**src/rtl/axi_word_wt_buffer_pkg.sv**
```systemverilog
`default_nettype none
// ============================================================================
// Module      : axi_word_wt_buffer_pkg
// Description : Default geometry for the word write-posting buffer.
// Revision    : 1.0 - initial release
// ============================================================================
package axi_word_wt_buffer_pkg;

    localparam int c_def_addr_width = 32;
    localparam int c_def_data_width = 32;
    localparam int c_def_depth      = 4;

endpackage : axi_word_wt_buffer_pkg
`default_nettype wire

```
**src/rtl/axi_word_wt_buffer_mem.sv**
```systemverilog
`default_nettype none
// ============================================================================
// Module      : wt_buf_mem
// Description : DEPTH-entry register file with one write port and one async
//               read port. Contents are cleared on reset.
// Revision    : 1.0 - initial release
// ============================================================================
module wt_buf_mem
    import axi_word_wt_buffer_pkg::*;
#(
    parameter int DEPTH   = c_def_depth,
    parameter int ENTRY_W = c_def_addr_width - 2 + c_def_data_width
) (
    input  logic                       ACLK,
    input  logic                       ARESETn,
    input  logic                       we,
    input  logic [$clog2(DEPTH)-1:0]   wr_idx,
    input  logic [ENTRY_W-1:0]         wr_entry,
    input  logic [$clog2(DEPTH)-1:0]   rd_idx,
    output logic [ENTRY_W-1:0]         rd_entry
);

    logic [ENTRY_W-1:0] r_mem [DEPTH];

    always_ff @(posedge ACLK or negedge ARESETn) begin
        if (!ARESETn) begin
            for (int i = 0; i < DEPTH; i++) begin
                r_mem[i] <= '0;
            end
        end else if (we) begin
            r_mem[wr_idx] <= wr_entry;
        end
    end

    assign rd_entry = r_mem[rd_idx];

endmodule : wt_buf_mem
`default_nettype wire

```
**src/rtl/axi_word_wt_buffer.sv**
```systemverilog
`default_nettype none
// ============================================================================
// Module      : axi_word_wt_buffer
// Description : In-order write-posting queue in front of the word writer,
//               merging a repeated write to the newest non-head entry.
// Revision    : 1.0 - initial release
// ============================================================================
module axi_word_wt_buffer
    import axi_word_wt_buffer_pkg::*;
#(
    parameter int AXI4_ADDR_WIDTH = c_def_addr_width,
    parameter int AXI4_DATA_WIDTH = c_def_data_width,
    parameter int DEPTH           = c_def_depth
) (
    input  logic                         ACLK,
    input  logic                         ARESETn,
    input  logic                         wr_valid_i,
    input  logic [AXI4_ADDR_WIDTH-3:0]   wr_word_addr_i,
    input  logic [AXI4_DATA_WIDTH-1:0]   wr_data_i,
    output logic                         wr_ready_o,
    output logic                         wt_req_o,
    output logic [AXI4_ADDR_WIDTH-3:0]   wt_word_addr_o,
    output logic [AXI4_DATA_WIDTH-1:0]   wt_data_o,
    input  logic                         wt_gnt_i,
    output logic [$clog2(DEPTH+1)-1:0]   count_o,
    output logic                         empty_o,
    output logic                         full_o,
    output logic                         merge_o
);

    localparam int c_word_w = AXI4_ADDR_WIDTH - 2;
    localparam int c_ptr_w  = $clog2(DEPTH);
    localparam int c_cnt_w  = $clog2(DEPTH + 1);
    localparam int c_entry_w = c_word_w + AXI4_DATA_WIDTH;

    typedef struct packed {
        logic [c_word_w-1:0]        word_addr;
        logic [AXI4_DATA_WIDTH-1:0] data;
    } entry_t;

    logic [c_ptr_w-1:0]  r_rd_ptr;
    logic [c_ptr_w-1:0]  r_wr_ptr;
    logic [c_cnt_w-1:0]  r_count;
    logic                r_empty;
    logic                r_full;
    logic                r_merge;
    logic [c_word_w-1:0] r_tail_addr;

    logic                w_accept;
    logic                w_merge;
    logic                w_push;
    logic                w_pop;
    logic [c_cnt_w-1:0]  w_count_nxt;
    logic [c_ptr_w-1:0]  w_wr_idx;
    entry_t              w_wr_entry;
    entry_t              w_head;

    // Newest-entry address is shadowed so the merge compare needs no second read port.
    assign w_accept = wr_valid_i && !r_full;
    assign w_merge  = w_accept && (r_count >= c_cnt_w'(2)) && (wr_word_addr_i == r_tail_addr);
    assign w_push   = w_accept && !w_merge;
    assign w_pop    = wt_gnt_i && !r_empty;

    assign w_count_nxt = r_count + c_cnt_w'(w_push) - c_cnt_w'(w_pop);
    assign w_wr_idx    = w_merge ? (r_wr_ptr - c_ptr_w'(1)) : r_wr_ptr;

    assign w_wr_entry.word_addr = wr_word_addr_i;
    assign w_wr_entry.data      = wr_data_i;

    wt_buf_mem #(
        .DEPTH   (DEPTH),
        .ENTRY_W (c_entry_w)
    ) u_mem (
        .ACLK     (ACLK),
        .ARESETn  (ARESETn),
        .we       (w_accept),
        .wr_idx   (w_wr_idx),
        .wr_entry (w_wr_entry),
        .rd_idx   (r_rd_ptr),
        .rd_entry (w_head)
    );

    always_ff @(posedge ACLK or negedge ARESETn) begin
        if (!ARESETn) begin
            r_rd_ptr    <= '0;
            r_wr_ptr    <= '0;
            r_count     <= '0;
            r_empty     <= 1'b1;
            r_full      <= 1'b0;
            r_merge     <= 1'b0;
            r_tail_addr <= '0;
        end else begin
            if (w_push) begin
                r_wr_ptr    <= r_wr_ptr + c_ptr_w'(1);
                r_tail_addr <= wr_word_addr_i;
            end
            if (w_pop) begin
                r_rd_ptr <= r_rd_ptr + c_ptr_w'(1);
            end
            r_count <= w_count_nxt;
            r_empty <= (w_count_nxt == '0);
            r_full  <= (w_count_nxt == c_cnt_w'(DEPTH));
            r_merge <= w_merge;
        end
    end

    assign wr_ready_o     = !r_full;
    assign wt_req_o       = !r_empty;
    assign wt_word_addr_o = w_head.word_addr;
    assign wt_data_o      = w_head.data;
    assign count_o        = r_count;
    assign empty_o        = r_empty;
    assign full_o         = r_full;
    assign merge_o        = r_merge;

endmodule : axi_word_wt_buffer
`default_nettype wire

```
**config.mk**
```make
export PLATFORM = sky130hd
export DESIGN_NAME = axi_word_wt_buffer
export DESIGN_NICKNAME = d
export VERILOG_FILES = /design/src/rtl/axi_word_wt_buffer_pkg.sv /design/src/rtl/axi_word_wt_buffer_mem.sv /design/src/rtl/axi_word_wt_buffer.sv
export SDC_FILE = /design/constraint.sdc
export NUM_CORES = 1
export LEC_CHECK = 0
export BUFFER_PORTS_ARGS = -buffer_cell sky130_fd_sc_hd__clkbuf_2
export CELL_PAD_IN_SITES_DETAIL_PLACEMENT = 1
export CELL_PAD_IN_SITES_GLOBAL_PLACEMENT = 1
export CORE_ASPECT_RATIO = 0.75
export CORE_MARGIN = 4
export CORE_UTILIZATION = 45
export CTS_CLUSTER_SIZE = 40
export DETAILED_ROUTE_END_ITERATION = 12
export PLACE_DENSITY_LB_ADDON = 0.08
export SLEW_MARGIN = 20
export SYNTH_ARGS = -nofsm -noshare
export SYNTH_HDL_FRONTEND = slang
export SYNTH_SLANG_ARGS = --single-unit
```
**constraint.sdc**
```tcl
create_clock -name ACLK -period 3.3 [get_ports ACLK]
set_input_delay 0.66 -clock ACLK [delete_from_list [all_inputs] [get_ports ACLK]]
set_output_delay 0.66 -clock ACLK [all_outputs]
set_load 0.01 [all_outputs]
```
==> impl_metrics.py <==
metrics = {
    "synth": {
        "synthCells": 1034,
        "ys_seq_elements": 288,
        "syn_area_sq_um": 14300,
        "syn_nets": 1104,
        "async_reset_ff_share_pct": 100,
        "syn-mean-instance-area_sq_um": 13.8,
        "yosys_warnings": 0,
        "synth_enable_flop_cells": 0,
        "ys_top_cells_by_area": "dfrtp_1 (50%), mux2_2 (13%), mux4_2 (9.8%)",
        "synthDistinctLibCells": 40,
        "seq_area_frac_synth_pct": 50.4,
        "synthFlopType": "dfrtp_1",
        "synth_top_area_cell": "dfrtp_1",
        "yosysTopAreaCellShare_pct": 50.2,
    },
    "floorplanning": {
        "pin_count": 136,
        "initial_core_util_pct": 45.6,
        "die_x_um": 214,
        "chipHeight_um": 162,
        "dieArea_sq_um": 34700,
        "core_sq_um": 31300,
        "rows": 56,
    },
    "timing": {
        "hold_ws_ns": 0.383,
        "setup_viol": 0,
        "tightest_slew_ns": 0.665,
        "max_slew_margin_pct": 55.7,
        "finClkSkew_ns": 0.0267,
        "setup-tns-final_ns": 0,
        "rsz0062_at_grt": "false",
        "hold_violations": 0,
        "slew_viol_final": 0,
        "finalCritPeriodShare_pct": 93.7,
        "period_minus_slack_ns": 3.09,
        "fmax_ghz": 0.323,
    },
    "global_route": {
        "grt_overflow_total": 0,
        "grt_pass1_wl_um": 63700,
        "gr-usage-met1_pct": 35.1,
        "gr-usage-met2_pct": 36.6,
        "met3_usage_pct": 3.41,
        "antenna_found_initial": 1,
        "grt_max_degree": 84,
        "track_usage_pct": 23.2,
        "grt_pass1_vias": 10500,
        "busiest_layer": "met2",
    },
    "drt": {
        "drc_errors": 0,
        "antenna_left": 0,
        "first_pass_iters": 5,
        "first_iter_violations": 621,
        "post_drt_wl_per_cell_um": 24.7,
        "vias": 9833,
        "finalWirelength_um": 39600,
        "avgViaCountPerCell": 6.13,
    },
    "power": {
        "power_density_nw_per_um2": 1070,
        "irDropWorstVdd_mv": 0.537,
        "leakage_nw": 7.23,
    },
    "min_path": {
        "hold_path_class": "in2reg",
    },
    "cells_and_area": {
        "syn2layout_area_growth_pct": 19.0,
        "fin_nets": 1244,
        "diodes": 0,
        "fill_cells": 3079,
        "drive_above_1_share_pct": 47.4,
    },
    "place": {
        "place_congestion": 0.740,
        "port_buffers": 135,
        "place_hpwl_um": 24900,
    },
    "clocking": {
        "cts_tree": "done",
        "cts_max_level": 1,
        "cts.path.max_buffers": 3,
        "postCtsSetupRepairBufs": 0,
        "clk_pin_slew_ns": 0.07,
        "numCtsBuffers": 31,
        "clkLatencyLatePin_ns": 0.58,
        "cts_sinks": 288,
        "root_buffer": "clkbuf_16",
    },
    "setup_path": {
        "endpoint_kind": "output port",
        "cp_max_fo": 25,
        "cp.arrival_ns": 2.43,
        "startpoint_type": "register",
        "worstSetupPathType": "reg2out",
        "cp.required_ns": 2.64,
    },
    "outcome": {
        "outcome": "finished clean",
    },
    "job": {
        "maxCapViolCount": 0,
    },
}
per-layer routing:
layer | vias up | share of wire (%) | wire [um]
met5 | - | 0.018 | 7
met4 | 2 | 1.1 | 435
met3 | 38 | 3.7 | 1470
met2 | 194 | 46 | 18300
met1 | 5305 | 49 | 19500
li1 | 4294 | - | -
sequential cells by signal, summed over array words and instances (netlist names):
signal and flops:
count_o 3, empty_o 1, full_o 1, merge_o 1
r_rd_ptr 2, r_tail_addr 30, r_wr_ptr 2, u_mem.r_mem 248
stage by stage:
| step | setup slack (ns) | cells | total power, W | area [sq um] | util (%) |
|---|---|---|---|---|---|
| 2_1_floorplan | -0.0673 | 1034 | 0.0117 | 14400 | - |
| 3_3_place_gp | 0.0572 | 1546 | 0.0142 | 15900 | 50.6 |
| 3_5_place_dp | -0.0144 | 1546 | 0.0145 | 15900 | 50.6 |
| 4_1_cts | 0.157 | 1605 | 0.0185 | 17000 | 54.3 |
| 5_1_grt | 0.0896 | 1605 | 0.0194 | 17000 | 54.3 |
| 6_report | 0.208 | 1605 | 0.0183 | 17000 | 54.3 |
cell type report:
class / instances / area, sq um / share of cell area (%)
sequential: 288 / 7210 / 42.4
clock buffer: 38 / 852 / 5.01
clock inverter: 20 / 295 / 1.74
timing repair buffer: 202 / 1420 / 8.32
tap: 406 / 508 / 2.99
multi-input combinational: 642 / 6690 / 39.3
inverter: 9 / 41.3 / 0.243
kinds of logic after synthesis:
| kind of cell | after synthesis | share of synthesized area (%) |
|---|---|---|
| buffers and inverters | 104 | 3.53 |
| muxes | 280 | 27.8 |
| xor gates and xnor gates | 34 | 2.08 |
| adders and majority gates | 4 | 0.403 |
| AOI/OAI and AO/OA | 196 | 10.9 |
| and+or+nand+nor | 128 | 4.90 |
| DFF | 288 | 50.4 |
critical path, stage by stage, from the launching register on:
cell and delay (ns):
dfrtp_4 0.79, buf_4 0.32, mux4_2 0.56, clkbuf_2 0.16
cells in the final DEF, fill, tap and decap left out, drive strengths merged, types with 62 or more instances in the layout:
master  instances
buf            67
mux2          215
a21oi          66
nor2           67
clkbuf        172
mux4           62
dfrtp         287
worst paths after layout:
kind,start,to,slack (ns),cells after the start
max reg2reg,r_tail_addr[20],full_o,0.34,14
min in group asynchronous,ARESETn,r_tail_addr[3],0.54,2
max in group asynchronous,ARESETn,u_mem.r_mem[188],1.90,3
max,r_rd_ptr[0],wt_data_o[0],0.21,3
min reg2reg,u_mem.r_mem[89],u_mem.r_mem[89],0.49,1
min,wr_data_i[10],u_mem.r_mem[196],0.38,2
power by group:
group	internal, W	switching, W
Clock	0.00238	0.00149
Combinational	0.00438	0.00358
Sequential	0.00524	0.00121
Yosys cell counts, types with 2 or more instances:
cell / instances
buf_6: 11
buf_1: 13
nor4b_1: 32
buf_2: 15
o221a_2: 32
nor4_1: 7
clkbuf_1: 53
a21oi_1: 65
mux2_4: 30
mux2_2: 165
nor2_1: 67
o22ai_1: 32
inv_1: 8
mux4_2: 62
mux2i_2: 2
ha_1: 3
a221o_1: 32
or4_1: 2
nor2b_1: 2
buf_4: 3
mux2_1: 20
nor3_1: 5
o32a_1: 32
xor2_1: 29
nand2_1: 6
dfrtp_1: 287
or3_1: 2
xnor2_1: 5
repair_timing:
item	4_1_cts	5_1_grt
resized for setup	0	0
endpoints found under the hold margin	24	0
hold buffers	1	0
No activity file was read; power rests on OpenSTA's default activity.
